### config.mk
export PLATFORM = sky130hd
export DESIGN_NAME = reflet_bus_matrix
export DESIGN_NICKNAME = d
export VERILOG_FILES = /design/src/rtl/reflet_bus_pkg.sv /design/src/rtl/reflet_bus_decoder.sv /design/src/rtl/reflet_bus_matrix.sv
export SDC_FILE = /design/constraint.sdc
export NUM_CORES = 1
export LEC_CHECK = 0
export BUFFER_PORTS_ARGS = -buffer_cell sky130_fd_sc_hd__buf_2
export CORE_MARGIN = 5
export CORE_UTILIZATION = 34
export CTS_CLUSTER_DIAMETER = 30
export CTS_CLUSTER_SIZE = 14
export DETAILED_ROUTE_END_ITERATION = 7
export HOLD_SLACK_MARGIN = 0.03
export PLACE_DENSITY = 0.78
export SYNTH_ARGS = -nofsm -noshare
export SYNTH_HDL_FRONTEND = slang
export SYNTH_SLANG_ARGS = --single-unit
### constraint.sdc
create_clock -name clk -period 1.6 [get_ports clk]
set_clock_uncertainty 0.15 [all_clocks]
set_input_delay 0.08 -clock clk [delete_from_list [all_inputs] [get_ports clk]]
set_output_delay 0.08 -clock clk [all_outputs]
set_load 0.01 [all_outputs]
### src/rtl/reflet_bus_pkg.sv
// Shared constants and helpers for the Reflet system-bus matrix and its address decoder.
package reflet_bus_pkg;

   localparam int FAULT_CNT_W  = 8;
   localparam int STRETCH_W    = 8;

   localparam int DEF_WORDSIZE = 16;
   localparam int DEF_SLAVES   = 4;

   // Slave i occupies bits [i*WORDSIZE +: WORDSIZE]; the rightmost entry is slave 0.
   localparam logic [DEF_SLAVES*DEF_WORDSIZE-1:0] DEF_BASE_ADDRS =
      {16'hFF00, 16'h8000, 16'h0000, 16'h0000};
   localparam logic [DEF_SLAVES*DEF_WORDSIZE-1:0] DEF_ADDR_MASKS =
      {16'hFF00, 16'h8000, 16'h8000, 16'hFFFF};

   function automatic int sel_w(input int n);
      return (n > 1) ? $clog2(n) : 1;
   endfunction

endpackage

### src/rtl/reflet_bus_decoder.sv
// Combinational base/mask region decoder: one-hot enable, winning index and hit flag.
// On overlapping regions the lowest slave index wins.
module reflet_bus_decoder
   import reflet_bus_pkg::*;
#(
   parameter int                         WORDSIZE   = DEF_WORDSIZE,
   parameter int                         SLAVES     = DEF_SLAVES,
   parameter logic [SLAVES*WORDSIZE-1:0] BASE_ADDRS = DEF_BASE_ADDRS,
   parameter logic [SLAVES*WORDSIZE-1:0] ADDR_MASKS = DEF_ADDR_MASKS
) (
   input  logic                       valid_i,
   input  logic [WORDSIZE-1:0]        addr_i,
   output logic [SLAVES-1:0]          enable_o,
   output logic [sel_w(SLAVES)-1:0]   index_o,
   output logic                       hit_o
);

   localparam int SW = sel_w(SLAVES);

   // Scan from the top down so the lowest matching index is the last one written.
   always_comb begin
      enable_o = '0;
      index_o  = '0;
      hit_o    = 1'b0;
      for (int i = SLAVES - 1; i >= 0; i--) begin
         if (valid_i &&
             ((addr_i & ADDR_MASKS[i*WORDSIZE +: WORDSIZE]) == BASE_ADDRS[i*WORDSIZE +: WORDSIZE])) begin
            enable_o    = '0;
            enable_o[i] = 1'b1;
            index_o     = SW'(i);
            hit_o       = 1'b1;
         end
      end
   end

endmodule

### src/rtl/reflet_bus_matrix.sv
// Reflet system-bus interconnect: region decode, registered read-data select, reset stretcher
// and first-fault capture. Define REFLET_BUS_FAULT_CNT_EN to build the saturating fault counter.
module reflet_bus_matrix
   import reflet_bus_pkg::*;
#(
   parameter int                         WORDSIZE      = DEF_WORDSIZE,
   parameter int                         SLAVES        = DEF_SLAVES,
   parameter logic [SLAVES*WORDSIZE-1:0] BASE_ADDRS    = DEF_BASE_ADDRS,
   parameter logic [SLAVES*WORDSIZE-1:0] ADDR_MASKS    = DEF_ADDR_MASKS,
   parameter int                         RESET_STRETCH = 16
) (
   input  logic                         clk,
   input  logic                         reset,
   output logic                         sys_reset,
   input  logic                         cpu_valid,
   input  logic [WORDSIZE-1:0]          cpu_addr,
   input  logic [WORDSIZE-1:0]          cpu_wdata,
   input  logic                         cpu_write_en,
   output logic [WORDSIZE-1:0]          cpu_rdata,
   output logic [SLAVES-1:0]            slv_enable,
   output logic [SLAVES-1:0]            slv_write_en,
   output logic [WORDSIZE-1:0]          slv_addr,
   output logic [WORDSIZE-1:0]          slv_wdata,
   input  logic [SLAVES*WORDSIZE-1:0]   slv_rdata,
   output logic                         fault_valid,
   output logic [WORDSIZE-1:0]          fault_addr,
   output logic                         fault_write,
   output logic                         fault_irq,
   input  logic                         fault_clear,
   output logic [FAULT_CNT_W-1:0]       fault_count
);

   localparam int SW = sel_w(SLAVES);

   logic [STRETCH_W-1:0] stretch_q, stretch_d;
   logic                 sys_reset_q, sys_reset_d;

   logic                 dec_valid;
   logic                 dec_hit;
   logic [SLAVES-1:0]    dec_enable;
   logic [SW-1:0]        dec_index;
   logic                 unmapped;

   logic [SW-1:0]        sel_idx_q, sel_idx_d;
   logic                 sel_vld_q, sel_vld_d;

   logic                 fault_valid_q, fault_valid_d;
   logic [WORDSIZE-1:0]  fault_addr_q, fault_addr_d;
   logic                 fault_write_q, fault_write_d;
   logic                 fault_irq_q, fault_irq_d;

   // sys_reset drops on the RESET_STRETCH-th rising edge after reset is released.
   always_comb begin
      stretch_d   = stretch_q;
      sys_reset_d = sys_reset_q;
      if (sys_reset_q) begin
         if (stretch_q == STRETCH_W'(RESET_STRETCH - 1)) begin
            sys_reset_d = 1'b0;
         end else begin
            stretch_d = stretch_q + STRETCH_W'(1);
         end
      end
   end

   assign dec_valid = cpu_valid & ~sys_reset_q;
   assign unmapped  = dec_valid & ~dec_hit;

   reflet_bus_decoder #(
      .WORDSIZE   (WORDSIZE),
      .SLAVES     (SLAVES),
      .BASE_ADDRS (BASE_ADDRS),
      .ADDR_MASKS (ADDR_MASKS)
   ) u_decoder (
      .valid_i  (dec_valid),
      .addr_i   (cpu_addr),
      .enable_o (dec_enable),
      .index_o  (dec_index),
      .hit_o    (dec_hit)
   );

   assign slv_enable   = dec_enable;
   assign slv_write_en = dec_enable & {SLAVES{cpu_write_en}};
   assign slv_wdata    = cpu_wdata;

   always_comb begin
      slv_addr = '0;
      if (dec_hit) begin
         slv_addr = cpu_addr & ~ADDR_MASKS[dec_index*WORDSIZE +: WORDSIZE];
      end
   end

   // Slaves answer one cycle after the access, so the select is registered alongside.
   assign sel_idx_d = dec_index;
   assign sel_vld_d = dec_hit & ~cpu_write_en;

   always_comb begin
      cpu_rdata = '0;
      if (sel_vld_q) begin
         cpu_rdata = slv_rdata[sel_idx_q*WORDSIZE +: WORDSIZE];
      end
   end

   // First fault is kept until cleared; a clear coinciding with a new fault re-arms capture.
   always_comb begin
      fault_valid_d = fault_valid_q;
      fault_addr_d  = fault_addr_q;
      fault_write_d = fault_write_q;
      fault_irq_d   = 1'b0;
      if (fault_clear) begin
         fault_valid_d = 1'b0;
      end
      if (unmapped && (!fault_valid_q || fault_clear)) begin
         fault_valid_d = 1'b1;
         fault_addr_d  = cpu_addr;
         fault_write_d = cpu_write_en;
         fault_irq_d   = 1'b1;
      end
   end

   always_ff @(posedge clk or posedge reset) begin
      if (reset) begin
         stretch_q     <= '0;
         sys_reset_q   <= 1'b1;
         sel_idx_q     <= '0;
         sel_vld_q     <= 1'b0;
         fault_valid_q <= 1'b0;
         fault_addr_q  <= '0;
         fault_write_q <= 1'b0;
         fault_irq_q   <= 1'b0;
      end else begin
         stretch_q     <= stretch_d;
         sys_reset_q   <= sys_reset_d;
         sel_idx_q     <= sel_idx_d;
         sel_vld_q     <= sel_vld_d;
         fault_valid_q <= fault_valid_d;
         fault_addr_q  <= fault_addr_d;
         fault_write_q <= fault_write_d;
         fault_irq_q   <= fault_irq_d;
      end
   end

   assign sys_reset   = sys_reset_q;
   assign fault_valid = fault_valid_q;
   assign fault_addr  = fault_addr_q;
   assign fault_write = fault_write_q;
   assign fault_irq   = fault_irq_q;

`ifdef REFLET_BUS_FAULT_CNT_EN
   logic [FAULT_CNT_W-1:0] fault_cnt_q, fault_cnt_d;

   always_comb begin
      fault_cnt_d = fault_cnt_q;
      if (fault_clear) begin
         fault_cnt_d = unmapped ? FAULT_CNT_W'(1) : '0;
      end else if (unmapped && (fault_cnt_q != '1)) begin
         fault_cnt_d = fault_cnt_q + FAULT_CNT_W'(1);
      end
   end

   always_ff @(posedge clk or posedge reset) begin
      if (reset) begin
         fault_cnt_q <= '0;
      end else begin
         fault_cnt_q <= fault_cnt_d;
      end
   end

   assign fault_count = fault_cnt_q;
`else
   assign fault_count = '0;
`endif

endmodule

Yosys cells after proc, flatten, opt, wreduce, memory -nomap -nowiden
Cells that the tools add are included.

operators by class
  divide/modulo/power cells = 0
  eq/ne operators = 2
  shift operators = 2
  muxes and demuxes = 19
  reductions and logical operators = 11
  order comparisons = 0
  add/sub/neg operators = 1
  bitwise logic cells = 10
  $mul = 0

operators by type and width
  cell                                                        number
  indexed part select 64 x 7 -> 16 bit                        1
  indexed part select 64 x 7 -> 16 bit, first input constant  1
  zero test 16 bit                                            2
  2-to-1 mux 16 bit                                           2
  AND 16 bit                                                  1
  2-to-1 mux 4 bit                                            4
  inverter 16 bit                                             1
  2-to-1 mux 1 bit                                            9
  adder 8 x 1 -> 8 bit, second input constant                 1
  == test 8 x 4 -> 1 bit, second input constant               1
  == test 8 bit, second input constant                        1
  2-to-1 mux 2 bit                                            4
  logical AND 1 bit                                           5
  AND 4 bit                                                   1
  inverter 1 bit                                              4
  AND 1 bit                                                   3
  AND reduction 2 bit                                         1
  nonzero test 2 bit                                          1
  zero test 1 bit                                             1
  logical OR 1 bit                                            1

storage, ports and cells
  bits in registers = 31
  bits in read-only memories = 0
  memories = 0
  memory bits (writable) = 0
  latch bits = 0
  output and inout bits = 84
  word-level logic and storage cells = 53
  bits of input ports = 101

Depth between registers and ports, before layout
  word-level depth = 11
  gate-level depth with buffers = 6
  mapped depth without buffers = 6

By module
From an unflattened synthesis, not the netlist that was laid out.

unflattened totals
  cell total of the unflattened synthesis = 183
  area total of the unflattened synthesis = 2,195.9 um2

modules (own cells, without submodules)
  module              cells an instance  sequential area each (um2)  area each (um2)  instances
  reflet_bus_matrix   170                777.0                       2,100.8          1
  reflet_bus_decoder  13                 0.0                         95.1             1

Worst setup path after synthesis
Ideal clock, no wire load.

  kind = flip-flop to output port
  start = reg sys_reset_q (netlist: sys_reset)
  end = out slv_addr[0]
  arrival = 1.548 ns
  slack = -0.178 ns
  buffers on the path = 1
  required time = 1.370 ns
  stages on the path, launching flop included = 7
  cell sequence = dfstp_2 -> clkbuf_1 -> nor2b_1 -> nand2_1 -> ha_1 -> nor2_1 -> and2_1

on the way
  cells in the longest elaborated chain, start to end = 11
  elaborated cells on any way between the ends = 18
  classes of those cells = shift (1); mux (9); bitwise (4); reduce/logical (4)

ends and longest elaborated chain
  element                               line                      text
  from (decl)                           reflet_bus_matrix.sv:36   logic sys_reset_q, sys_reset_d;
  from (signal assigned)                reflet_bus_matrix.sv:132  sys_reset_q <= sys_reset_d;
  inverter 1 bit *                      reflet_bus_matrix.sv:65   assign dec_valid = cpu_valid & ~sys_reset_q;
  AND 1 bit *                           reflet_bus_matrix.sv:65
  logical AND 1 bit                     reflet_bus_decoder.sv:26  if (valid_i &&
  2-to-1 mux 2 bit (4 in a row)         reflet_bus_decoder.sv:26
  indexed part select 64 x 7 -> 16 bit  reflet_bus_matrix.sv:88   slv_addr = cpu_addr & ~ADDR_MASKS[dec_index*WORDSIZE +: WORDSIZE];
  inverter 16 bit                       reflet_bus_matrix.sv:88
  AND 16 bit                            reflet_bus_matrix.sv:88
  2-to-1 mux 16 bit *                   reflet_bus_matrix.sv:87   if (dec_hit) begin
  to (decl)                             reflet_bus_matrix.sv:22   output logic [WORDSIZE-1:0] slv_addr,

Mark *: on every way between the ends. The rest lies on a longest branch, timed or not.

Worst setup path in the final report
  start = reg sel_idx_q[0]
  end = out cpu_rdata[3]

on the way
  cells in the longest elaborated chain, start to end = 2

ends and longest elaborated chain
  element                               line                      text
  from (decl)                           reflet_bus_matrix.sv:44   logic [SW-1:0] sel_idx_q, sel_idx_d;
  from (signal assigned)                reflet_bus_matrix.sv:133  sel_idx_q <= sel_idx_d;
  indexed part select 64 x 7 -> 16 bit  reflet_bus_matrix.sv:99   cpu_rdata = slv_rdata[sel_idx_q*WORDSIZE +: WORDSIZE];
  2-to-1 mux 16 bit                     reflet_bus_matrix.sv:98   if (sel_vld_q) begin
  to (decl)                             reflet_bus_matrix.sv:19   output logic [WORDSIZE-1:0] cpu_rdata,

No other way between the ends.

==> results.py <==
metrics = {
    "pwr": {
        "pwr-share-comb_pct": 26.2,
        "pwr-share-clk_pct": 30.2,
        "p_sw_uw": 466,
        "p_per_area_nw_per_um2": 584,
        "leakagePower_uw": 0.00169,
        "pwr-share-seq_pct": 43.6,
        "vdd_drop_max_v": 0.000642,
        "switching_share_pct": 25.2,
        "p_int_uw": 1380,
    },
    "worst_setup_path": {
        "crit_path_top_delay_cell": "mux4_2",
        "critPathKind": "flop to output pin",
        "cp_max_fo": 8,
        "end_kind": "output pin",
        "required_ps": 1370,
        "crit_cells": 4,
        "r2r_cells": 3,
        "slowest_delay_ps": 500,
        "regToRegSetupSlack_ps": 70,
        "crit_chain": "clkbuf_16, mux4_2, and2_1, buf_2",
        "r2r_start": "stretch_q[5]$_DFFE_PP0P_",
        "arrival_ps": 1660,
        "cp_top_family": "multiplexers",
        "timing.rr.end": "stretch_q[1]$_DFFE_PP0P_",
        "cp.buffers_inverters": 2,
        "crit_path_start_kind": "flop",
    },
    "route": {
        "vias": 1846,
        "drcViolationCount": 0,
        "viasPerCell": 4.67,
        "drt_iter0_drc": 46,
        "first_pass_iters": 4,
        "routedWlPerCell_um": 17.4,
        "postRouteAntennaNets": 0,
        "wirelength_um": 6870,
    },
    "synth": {
        "synth_cell_types": 29,
        "ys_async_sr_fraction_pct": 100,
        "synth_edf_count": 0,
        "synth_top_flop_cell": "dfrtp_1",
        "ys_seq_area_share_pct": 39.1,
        "synth_warnings": 0,
        "yosysTopAreaCellShare_pct": 37.8,
        "syn-cell-area_um2": 1990,
        "syn_inst": 180,
        "synth_most_common_cell": "dfrtp_1",
        "synth_commonest_cells": "dfrtp_1, buf_4, and2_1",
        "syn_avg_cell_area_um2": 11.0,
        "yosys-top-cells-area": "dfrtp_1, mux4_2, buf_4",
        "synth_area_leader_cell": "dfrtp_1",
        "synth-seq-cells": 31,
    },
    "die": {
        "die-area_um2": 7480,
        "start_util_pct": 35.5,
        "core-area_um2": 5610,
        "io_pins": 185,
        "die_w_um": 86.5,
        "num_rows": 27,
        "die_h_um": 86.5,
    },
    "flow_run": {
        "max_cap_viol_count": 0,
    },
    "cells_and_area": {
        "syn_to_final_growth_pct": 58.8,
        "final_nets": 425,
        "fin_util_pct": 56.3,
        "layout-drive-gt1-share_pct": 65.0,
        "antenna_cells": 0,
    },
    "grt": {
        "grt_use_total_pct": 16.6,
        "gr-total-overflow": 0,
        "grt_pass1_wl_um": 9640,
        "grt_max_degree": 32,
        "grt_pass1_vias": 1910,
        "antenna_found_initial": 0,
    },
    "clocking": {
        "clk_latency_ps": 270,
        "cts_tree": "built",
        "clockBufferDepth": 2,
        "cts_root_buffer": "clkbuf_8",
        "ctsHoldBuffers": 20,
        "htree_levels": 2,
        "cts_made_buffers": 5,
        "cts_sinks": 31,
        "clk_pin_slew_ps": 60,
    },
    "sta": {
        "worst_slack_ps": -292,
        "hold_violations": 1,
        "fin_tns_setup_ps": -7150,
        "timing.hold.ws_ps": -3.40,
        "fmax_ghz": 0.528,
        "setup_viol": 31,
        "maxSlewViolCount": 0,
        "period_needed_ps": 1890,
        "fin_crit_sh_pct": 118,
        "rsz0062_at_grt": "true",
    },
    "worst_hold_path": {
        "hold_path_class": "input pin to flop",
        "whs_path_depth": 3,
        "min_to": "sel_idx_q[1]$_DFF_PP0_",
        "min-delay-start": "cpu_addr[15]",
    },
    "outcome": {
        "status": "finished with violations",
        "violations": "hold timing, setup timing",
    },
    "place": {
        "post-dp-hpwl_um": 5020,
        "io_buffers": 141,
        "gp_congestion": 0.835,
    },
}
stage by stage:
step / area (µm²) / setup WS, ps / power [µW] / cells / hold WS (ps)
2_1_floorplan: 2050 / 4.57 / 1060 / 191 / -4.36
3_3_place_gp: 2620 / -39.1 / 1160 / 364 / 10.1
3_5_place_dp: 2620 / -53.7 / 1170 / 364 / 10.1
4_1_cts: 2990 / -292 / 1830 / 394 / -52.4
5_1_grt: 3160 / -374 / 1960 / 395 / 3.38
6_report: 3160 / -292 / 1840 / 395 / -3.40
cell type report:
type	instances	area (µm²)
Clock buffer	7	76.3
Clock inverter	1	5.00
Fill cell	475	2450
Inverter	3	11.3
Multi-Input combinational cell	106	1040
Sequential cell	31	779
Tap cell	72	90.1
Timing Repair Buffer	175	1150
per-layer routing:
metal | part of all wire, % | track usage, % | wire (µm) | vias up
met5 | 0 | 0 | 0 | -
met4 | 2.3 | 5.52 | 160 | 0
met3 | 8.6 | 4.75 | 593 | 14
met2 | 57 | 32.2 | 3940 | 111
met1 | 32 | 16.6 | 2180 | 864
li1 | - | - | - | 857
flip-flops by register name, indices dropped and copies added, names as in the netlist:
name,cells
fault_addr,16
fault_irq,1
fault_valid,1
fault_write,1
sel_idx_q,2
sel_vld_q,1
stretch_q,8
sys_reset,1
power by group through the flow:
stage                     registers [µW]  clock network (µW)  logic, µW
after floorplan                      806                   0        249
after CTS                            802                 599        427
after detailed placement             816                   0        350
after global placement               816                   0        343
after global routing                 805                 640        517
final                                805                 558        483
layout by cell type (no fill, tap or decap), types with 5 or more instances in the layout:
| cell type | n |
|---|---|
| buf_6 | 19 |
| buf_2 | 125 |
| nor2_1 | 5 |
| and3_4 | 5 |
| mux4_2 | 16 |
| and2_1 | 15 |
| dfrtp_1 | 28 |
| clkbuf_8 | 5 |
| and2_4 | 11 |
| dlygate4sd3_1 | 20 |
| conb_1 | 12 |
| buf_4 | 9 |
tightest hold or removal path: cells and delay by family:
| kind | cells | cell delay, ps |
|---|---|---|
| buffers and inverters | 2 | 200 |
| AND/OR/NAND/NOR | 1 | 100 |
what timing repair did:
| action | CTS | global route |
|---|---|---|
| setup endpoints to repair | 31 | 39 |
| pin swaps | 15 | 9 |
| setup buffers | 2 | 1 |
| gates resized for setup | 14 | 35 |
| hold endpoints to repair | 49 | 1 |
| gates cloned | 0 | 1 |
cells by family after synthesis:
group,synth area share [%]
compound gates,2.58
xor+xnor,1.76
fa+ha+maj,1.26
buf+inv,16.4
flops,39.1
mux,19.4
other cells,0.189
simple gates,19.4
worst max-delay path by stage:
stage	endpoint	from	slack [ps]
after floorplan	slv_addr[10]	sys_reset$_DFF_PP1_	5
after global placement	cpu_rdata[6]	sel_idx_q[1]$_DFF_PP0_	-40
after detailed placement	cpu_rdata[0]	sel_idx_q[1]$_DFF_PP0_	-50
after CTS	cpu_rdata[0]	sel_idx_q[0]$_DFF_PP0_	-290
after global routing	cpu_rdata[3]	sel_idx_q[0]$_DFF_PP0_	-370
final	cpu_rdata[3]	sel_idx_q[0]$_DFF_PP0_	-290
No activity file was read; power rests on OpenSTA's default activity.
